<file path="src/rtl/multicycle_control.sv">
// Multi-cycle MIPS sequencer: walks one instruction through fetch/decode/execute
// states, drives datapath enables, and inserts bounded wait states for slow memory.
module multicycle_control #(
  parameter int unsigned MEM_WAIT_MAX = 15
) (
  input  logic       clk_i,
  input  logic       rst_i,
  input  logic [5:0] Op_i,
  input  logic       Zero_i,
  input  logic       MemAck_i,
  output logic       IorD_o,
  output logic       MemRead_o,
  output logic       MemWrite_o,
  output logic       IRWrite_o,
  output logic       RegDst_o,
  output logic       MemToReg_o,
  output logic       RegWrite_o,
  output logic       ALUSrcA_o,
  output logic [1:0] ALUSrcB_o,
  output logic [1:0] ALUOp_o,
  output logic [1:0] PCSrc_o,
  output logic       PCWrite_o,
  output logic       PCWriteCond_o,
  output logic       MemErr_o,
  output logic       Illegal_o,
  output logic [3:0] State_o
);

  localparam logic [5:0] OP_RTYPE = 6'b000000;
  localparam logic [5:0] OP_J     = 6'b000010;
  localparam logic [5:0] OP_BEQ   = 6'b000100;
  localparam logic [5:0] OP_ADDI  = 6'b001000;
  localparam logic [5:0] OP_LW    = 6'b100011;
  localparam logic [5:0] OP_SW    = 6'b101011;
  localparam logic [3:0] WAIT_MAX = 4'(MEM_WAIT_MAX);

  typedef enum logic [3:0] {
    S_FETCH  = 4'd0,  S_DECODE = 4'd1,  S_MEMADR = 4'd2,  S_MEMRD  = 4'd3,
    S_MEMWB  = 4'd4,  S_MEMWR  = 4'd5,  S_EXEC   = 4'd6,  S_RWB    = 4'd7,
    S_BRANCH = 4'd8,  S_JUMP   = 4'd9,  S_ADDIEX = 4'd10, S_ADDIWB = 4'd11
  } state_e;

  state_e     state_q, state_d;
  logic [3:0] cnt_q, cnt_d;
  logic       mem_err_q, mem_err_d;
  logic       illegal_q, illegal_d;
  logic       ack, wait_st, timeout;

  always_ff @(posedge clk_i or negedge rst_i) begin
    if (!rst_i) begin
      state_q   <= S_FETCH;
      cnt_q     <= '0;
      mem_err_q <= 1'b0;
      illegal_q <= 1'b0;
    end else begin
      state_q   <= state_d;
      cnt_q     <= cnt_d;
      mem_err_q <= mem_err_d;
      illegal_q <= illegal_d;
    end
  end

  always_comb begin
    state_d       = state_q;
    illegal_d     = 1'b0;
    mem_err_d     = 1'b0;
    wait_st       = 1'b0;
    // Ack is ignored while reset is held so FETCH never reports IR/PC loads.
    ack           = MemAck_i & rst_i;
    IorD_o        = 1'b0;
    MemRead_o     = 1'b0;
    MemWrite_o    = 1'b0;
    IRWrite_o     = 1'b0;
    RegDst_o      = 1'b0;
    MemToReg_o    = 1'b0;
    RegWrite_o    = 1'b0;
    ALUSrcA_o     = 1'b0;
    ALUSrcB_o     = 2'b00;
    ALUOp_o       = 2'b00;
    PCSrc_o       = 2'b00;
    PCWrite_o     = 1'b0;
    PCWriteCond_o = 1'b0;
    case (state_q)
      S_FETCH: begin
        MemRead_o = 1'b1;
        ALUSrcB_o = 2'b01;
        IRWrite_o = ack;
        PCWrite_o = ack;
        wait_st   = 1'b1;
        if (ack) state_d = S_DECODE;
      end
      S_DECODE: begin
        ALUSrcB_o = 2'b11;
        case (Op_i)
          OP_LW, OP_SW: state_d = S_MEMADR;
          OP_RTYPE:     state_d = S_EXEC;
          OP_BEQ:       state_d = S_BRANCH;
          OP_J:         state_d = S_JUMP;
          OP_ADDI:      state_d = S_ADDIEX;
          default: begin
            illegal_d = 1'b1;
            state_d   = S_FETCH;
          end
        endcase
      end
      S_MEMADR: begin
        ALUSrcA_o = 1'b1;
        ALUSrcB_o = 2'b10;
        state_d   = (Op_i == OP_SW) ? S_MEMWR : S_MEMRD;
      end
      S_MEMRD: begin
        MemRead_o = 1'b1;
        IorD_o    = 1'b1;
        wait_st   = 1'b1;
        if (ack) state_d = S_MEMWB;
      end
      S_MEMWR: begin
        MemWrite_o = 1'b1;
        IorD_o     = 1'b1;
        wait_st    = 1'b1;
        if (ack) state_d = S_FETCH;
      end
      S_MEMWB: begin
        RegWrite_o = 1'b1;
        MemToReg_o = 1'b1;
        state_d    = S_FETCH;
      end
      S_EXEC: begin
        ALUSrcA_o = 1'b1;
        ALUOp_o   = 2'b11;
        state_d   = S_RWB;
      end
      S_RWB: begin
        RegWrite_o = 1'b1;
        RegDst_o   = 1'b1;
        state_d    = S_FETCH;
      end
      S_BRANCH: begin
        ALUSrcA_o     = 1'b1;
        ALUOp_o       = 2'b01;
        PCSrc_o       = 2'b01;
        PCWriteCond_o = 1'b1;
        state_d       = S_FETCH;
      end
      S_JUMP: begin
        PCSrc_o   = 2'b10;
        PCWrite_o = 1'b1;
        state_d   = S_FETCH;
      end
      S_ADDIEX: begin
        ALUSrcA_o = 1'b1;
        ALUSrcB_o = 2'b10;
        state_d   = S_ADDIWB;
      end
      S_ADDIWB: begin
        RegWrite_o = 1'b1;
        state_d    = S_FETCH;
      end
      default: state_d = S_FETCH;
    endcase
    // Ack wins over the timeout even on the last permitted wait cycle.
    timeout = wait_st & ~ack & (cnt_q == WAIT_MAX);
    if (timeout) begin
      state_d   = S_FETCH;
      mem_err_d = 1'b1;
    end
    cnt_d = (wait_st && !ack && !timeout) ? cnt_q + 4'd1 : 4'd0;
  end

  assign MemErr_o  = mem_err_q;
  assign Illegal_o = illegal_q;
  assign State_o   = state_q;

  logic unused_zero;
  assign unused_zero = Zero_i;

endmodule

</file>
<file path="config.mk">
export PLATFORM = sky130hd
export DESIGN_NAME = multicycle_control
export DESIGN_NICKNAME = d
export VERILOG_FILES = /design/src/rtl/multicycle_control.sv
export SDC_FILE = /design/constraint.sdc
export NUM_CORES = 1
export LEC_CHECK = 0
export ABC_AREA = 1
export CAP_MARGIN = 30
export CORE_MARGIN = 1.5
export CORE_UTILIZATION = 38
export CTS_CLUSTER_DIAMETER = 50
export DETAILED_ROUTE_END_ITERATION = 16
export HOLD_SLACK_MARGIN = 0.08
export PLACE_DENSITY = 0.86
export RECOVER_POWER = 50
export SLEW_MARGIN = 30
export SYNTH_ARGS = -nofsm -noshare
export SYNTH_HDL_FRONTEND = slang
export SYNTH_SLANG_ARGS = --single-unit
</file>
<file path="constraint.sdc">
create_clock -name clk_i -period 1.24 [get_ports clk_i]
set_clock_uncertainty 0.15 [all_clocks]
set_input_delay 0.124 -clock clk_i [delete_from_list [all_inputs] [get_ports clk_i]]
set_output_delay 0.124 -clock clk_i [all_outputs]
set_load 0.005 [all_outputs]
</file>
==> flow_metrics.py <==
metrics = {
    "outcome": {
        "outcome": "complete, but fails checks",
        "violations": "setup timing",
    },
    "global_route": {
        "grt_pass1_vias": 1014,
        "antenna_found_initial": 0,
        "grt_pass1_wl_um": 4940,
        "grt_usage_pct": 27.8,
        "grt_max_degree": 11,
        "overflow": 0,
    },
    "clock_network": {
        "clkTransAtPathRegs_ns": 0.06,
        "clockBufferDepth": 2,
        "cts_tree": "yes",
        "cts_sinks": 10,
        "clock_latency_ns": 0.29,
        "clockRootBuffer": "clkbuf_4",
        "htreeDepth": 1,
        "cts_buffers": 3,
    },
    "routing": {
        "vias": 1128,
        "wl_per_cell_um": 16.5,
        "viasPerCell": 5.22,
        "totalWireLength_um": 3570,
        "drc": 0,
        "ant_nets": 0,
        "drt_pass1_iterations": 6,
        "drt_iter0_markers": 19,
    },
    "sta": {
        "final-max-slew-violation-count": 0,
        "finalSetupViolCount": 29,
        "rsz0062_at_grt": "yes",
        "period_share_pct": 135,
        "max_freq_mhz": 596,
        "layout_setup_ws_ns": -0.438,
        "fin_crit_ns": 1.68,
        "hold_viol_final": 0,
        "slew_headroom_pct": 80.9,
        "finalSetupTns_ns": -8.75,
        "tightest_slew_ns": 0.285,
    },
    "setup_path": {
        "crit_buf_inv": 2,
        "critical-path-top-delay-family": "buffers and inverters",
        "critPathRequiredTime_ns": 0.97,
        "crit_path_top_delay_cell": "clkdlybuf4s50_1",
        "path_cells": "buf_4 > clkdlybuf4s50_1",
        "end_kind": "output port",
        "critPathLaunchType": "register",
        "worst-setup-path-type": "reg2out",
        "critPathMaxStageDelay_ns": 0.53,
        "crit_fanout": 4,
        "critPathArrivalTime_ns": 1.40,
    },
    "yosys": {
        "ys_ff_latch": 10,
        "synth_nets": 128,
        "yosysUniqueCellTypes": 25,
        "netlist_instances": 117,
        "yosysSeqAreaShare_pct": 31.8,
        "yosys_warnings": 0,
        "synth_area_per_cell_um2": 6.72,
        "synth_area_um2": 786,
    },
    "run": {
        "drv_cap": 0,
    },
    "finish": {
        "num_antenna_cells": 0,
        "finalInstanceArea_mm2": 0.00158,
        "drive_gt1_share_pct": 57.7,
        "area_delta_synth_final_pct": 101,
        "fill_cells": 113,
        "seqCellArea_um2": 255,
        "fin_nets": 201,
        "multi_input_area_um2": 623,
    },
    "floorplan": {
        "core_mm2": 0.00196,
        "start_util_pct": 40.1,
        "die_h_um": 48.5,
        "placementRows": 16,
        "ios": 32,
        "die-area_mm2": 0.00235,
        "die_w_um": 48.5,
    },
    "pwr": {
        "power_w": 0.00338,
        "power_density_mw_per_mm2": 2140,
        "ir_drop_mv": 1.35,
        "p_leak_nw": 0.830,
    },
    "place": {
        "dpl_cell_area_mm2": 0.00133,
        "dpl.hpwl_um": 1800,
        "io_buffers": 30,
        "pre_cts_slack_ns": -0.473,
        "place_congestion": 0.837,
    },
    "min_path": {
        "hp-class": "reg2reg",
    },
}
==> final cells by class <==
cell class | count | share of cell area [%]
Multi-Input combinational cell | 89 | 39.5
Timing Repair Buffer | 68 | 34.5
Sequential cell | 10 | 16.2
Inverter | 18 | 5.39
Clock buffer | 4 | 2.30
Tap cell | 27 | 2.14
==> cells by family after synthesis <==
| group | Yosys count | synth area share [%] |
|---|---|---|
| AOI/OAI and AO/OA | 12 | 9.08 |
| xor gates and xnor gates | 2 | 2.23 |
| adders and majority gates | 1 | 1.59 |
| buffers and inverters | 18 | 8.92 |
| DFF | 10 | 31.8 |
| and+or+nand+nor | 74 | 46.3 |
==> registers in the layout, summed over array words and instances, names as in the netlist <==
register,cells
State_o,4
Illegal_o,1
MemErr_o,1
cnt_q,4
==> final timing paths <==
path	cells after the start	end	start	slack (ns)
worst max-delay path	2	State_o[2]	State_o[2]	-0.44
worst min-delay path	2	cnt_q[0]	cnt_q[0]	0.40
worst max register to register	8	State_o[0]	State_o[3]	-0.43
worst min register to register	2	cnt_q[0]	cnt_q[0]	0.40
max in group asynchronous	3	State_o[2]	rst_i	0.08
min in group asynchronous	3	MemErr_o	rst_i	0.61
==> cells in the final DEF, fill, tap and decap left out <==
cell type        Yosys  final
clkbuf_4             0      3
dlygate4sd2_1        0      2
nand3_4              1      1
nand3_1              9      9
o21ai_1              2      5
o22ai_2              0      1
clkdlybuf4s50_1      0      9
nand2_8              0      3
o21ai_0              6      3
inv_1               12      9
a21boi_2             1      1
xor2_1               1      1
a21oi_2              1      1
buf_4                0     24
nor2_2               6      6
ha_1                 1      1
clkbuf_2             0      2
nor2_1              18     10
a21oi_1              1      1
dlygate4sd3_1        0      1
dfrtp_2              0      4
nor3_1               2      1
nand2_4              2      7
buf_6                0     14
nand2_1             27     19
clkinv_4             0      1
buf_2                0     16
xnor2_1              1      1
nand2_2              6      6
nand4_1              1      1
nor3_2               0      1
clkbuf_8             0      1
inv_2                4      3
nor2_4               1      9
nand3b_1             1      1
inv_4                1      5
dfrtp_1             10      6
==> metrics by stage <==
stage	cells	hold slack, ns	utilization, %
final	216	0.404	80.5
after global routing	216	0.426	80.5
after CTS	215	0.406	77.7
after detailed placement	198	0.312	67.9
after global placement	198	0.302	67.9
after floorplan	117	-0.322	-
==> cell usage after synthesis <==
library cell | count | area share (%)
nand2_1 | 27 | 13
nand2_4 | 2 | 2.9
ha_1 | 1 | 1.6
nand2_2 | 6 | 4.8
a21boi_2 | 1 | 1.4
nand3b_1 | 1 | 0.96
clkinv_1 | 1 | 0.48
nand3_1 | 9 | 5.7
nor2_1 | 18 | 8.6
inv_4 | 1 | 0.80
a21oi_1 | 1 | 0.64
nand4_1 | 1 | 0.80
xor2_1 | 1 | 1.1
o21ai_1 | 2 | 1.3
nor3_1 | 2 | 1.3
o22ai_1 | 1 | 0.80
xnor2_1 | 1 | 1.1
nor2_2 | 6 | 4.8
o21ai_0 | 6 | 3.8
inv_2 | 4 | 1.9
nand3_4 | 1 | 2.2
dfrtp_1 | 10 | 32
inv_1 | 12 | 5.7
a21oi_2 | 1 | 1.1
nor2_4 | 1 | 1.4
==> worst register-to-register path: cells and delay by family, from the launching register on <==
kind                   cells  cell delay [ns]
buffers and inverters      2             0.29
flip-flops                 1             0.47
AND/OR/NAND/NOR            4             0.34
AO/OA/AOI/OAI              2             0.30
==> where the power goes <==
| part | switching, W | leakage, nW | internal [W] |
|---|---|---|---|
| Combinational | 0.00133 | 0.681 | 0.00120 |
| Clock | 0.000136 | 0.0210 | 0.000179 |
| Sequential | 0.000114 | 0.128 | 0.000419 |
==> timing repair <==
item                                   4_1_cts  5_1_grt
resized for setup                          115       16
hold buffers                                 1        0
setup endpoints to repair                   32       30
endpoints found under the hold margin       10        0
pin swaps                                   21        5
buffers inserted                            13        2
==> metal layers <==
| layer | wire [um] | share of wire, % | track usage (%) |
|---|---|---|---|
| met5 | 0 | 0 | 0 |
| met4 | 134 | 3.8 | 7.62 |
| met3 | 237 | 6.6 | 6.79 |
| met2 | 1810 | 51 | 51.2 |
| met1 | 1390 | 39 | 32.0 |
Power figures use the tool's default switching activity.
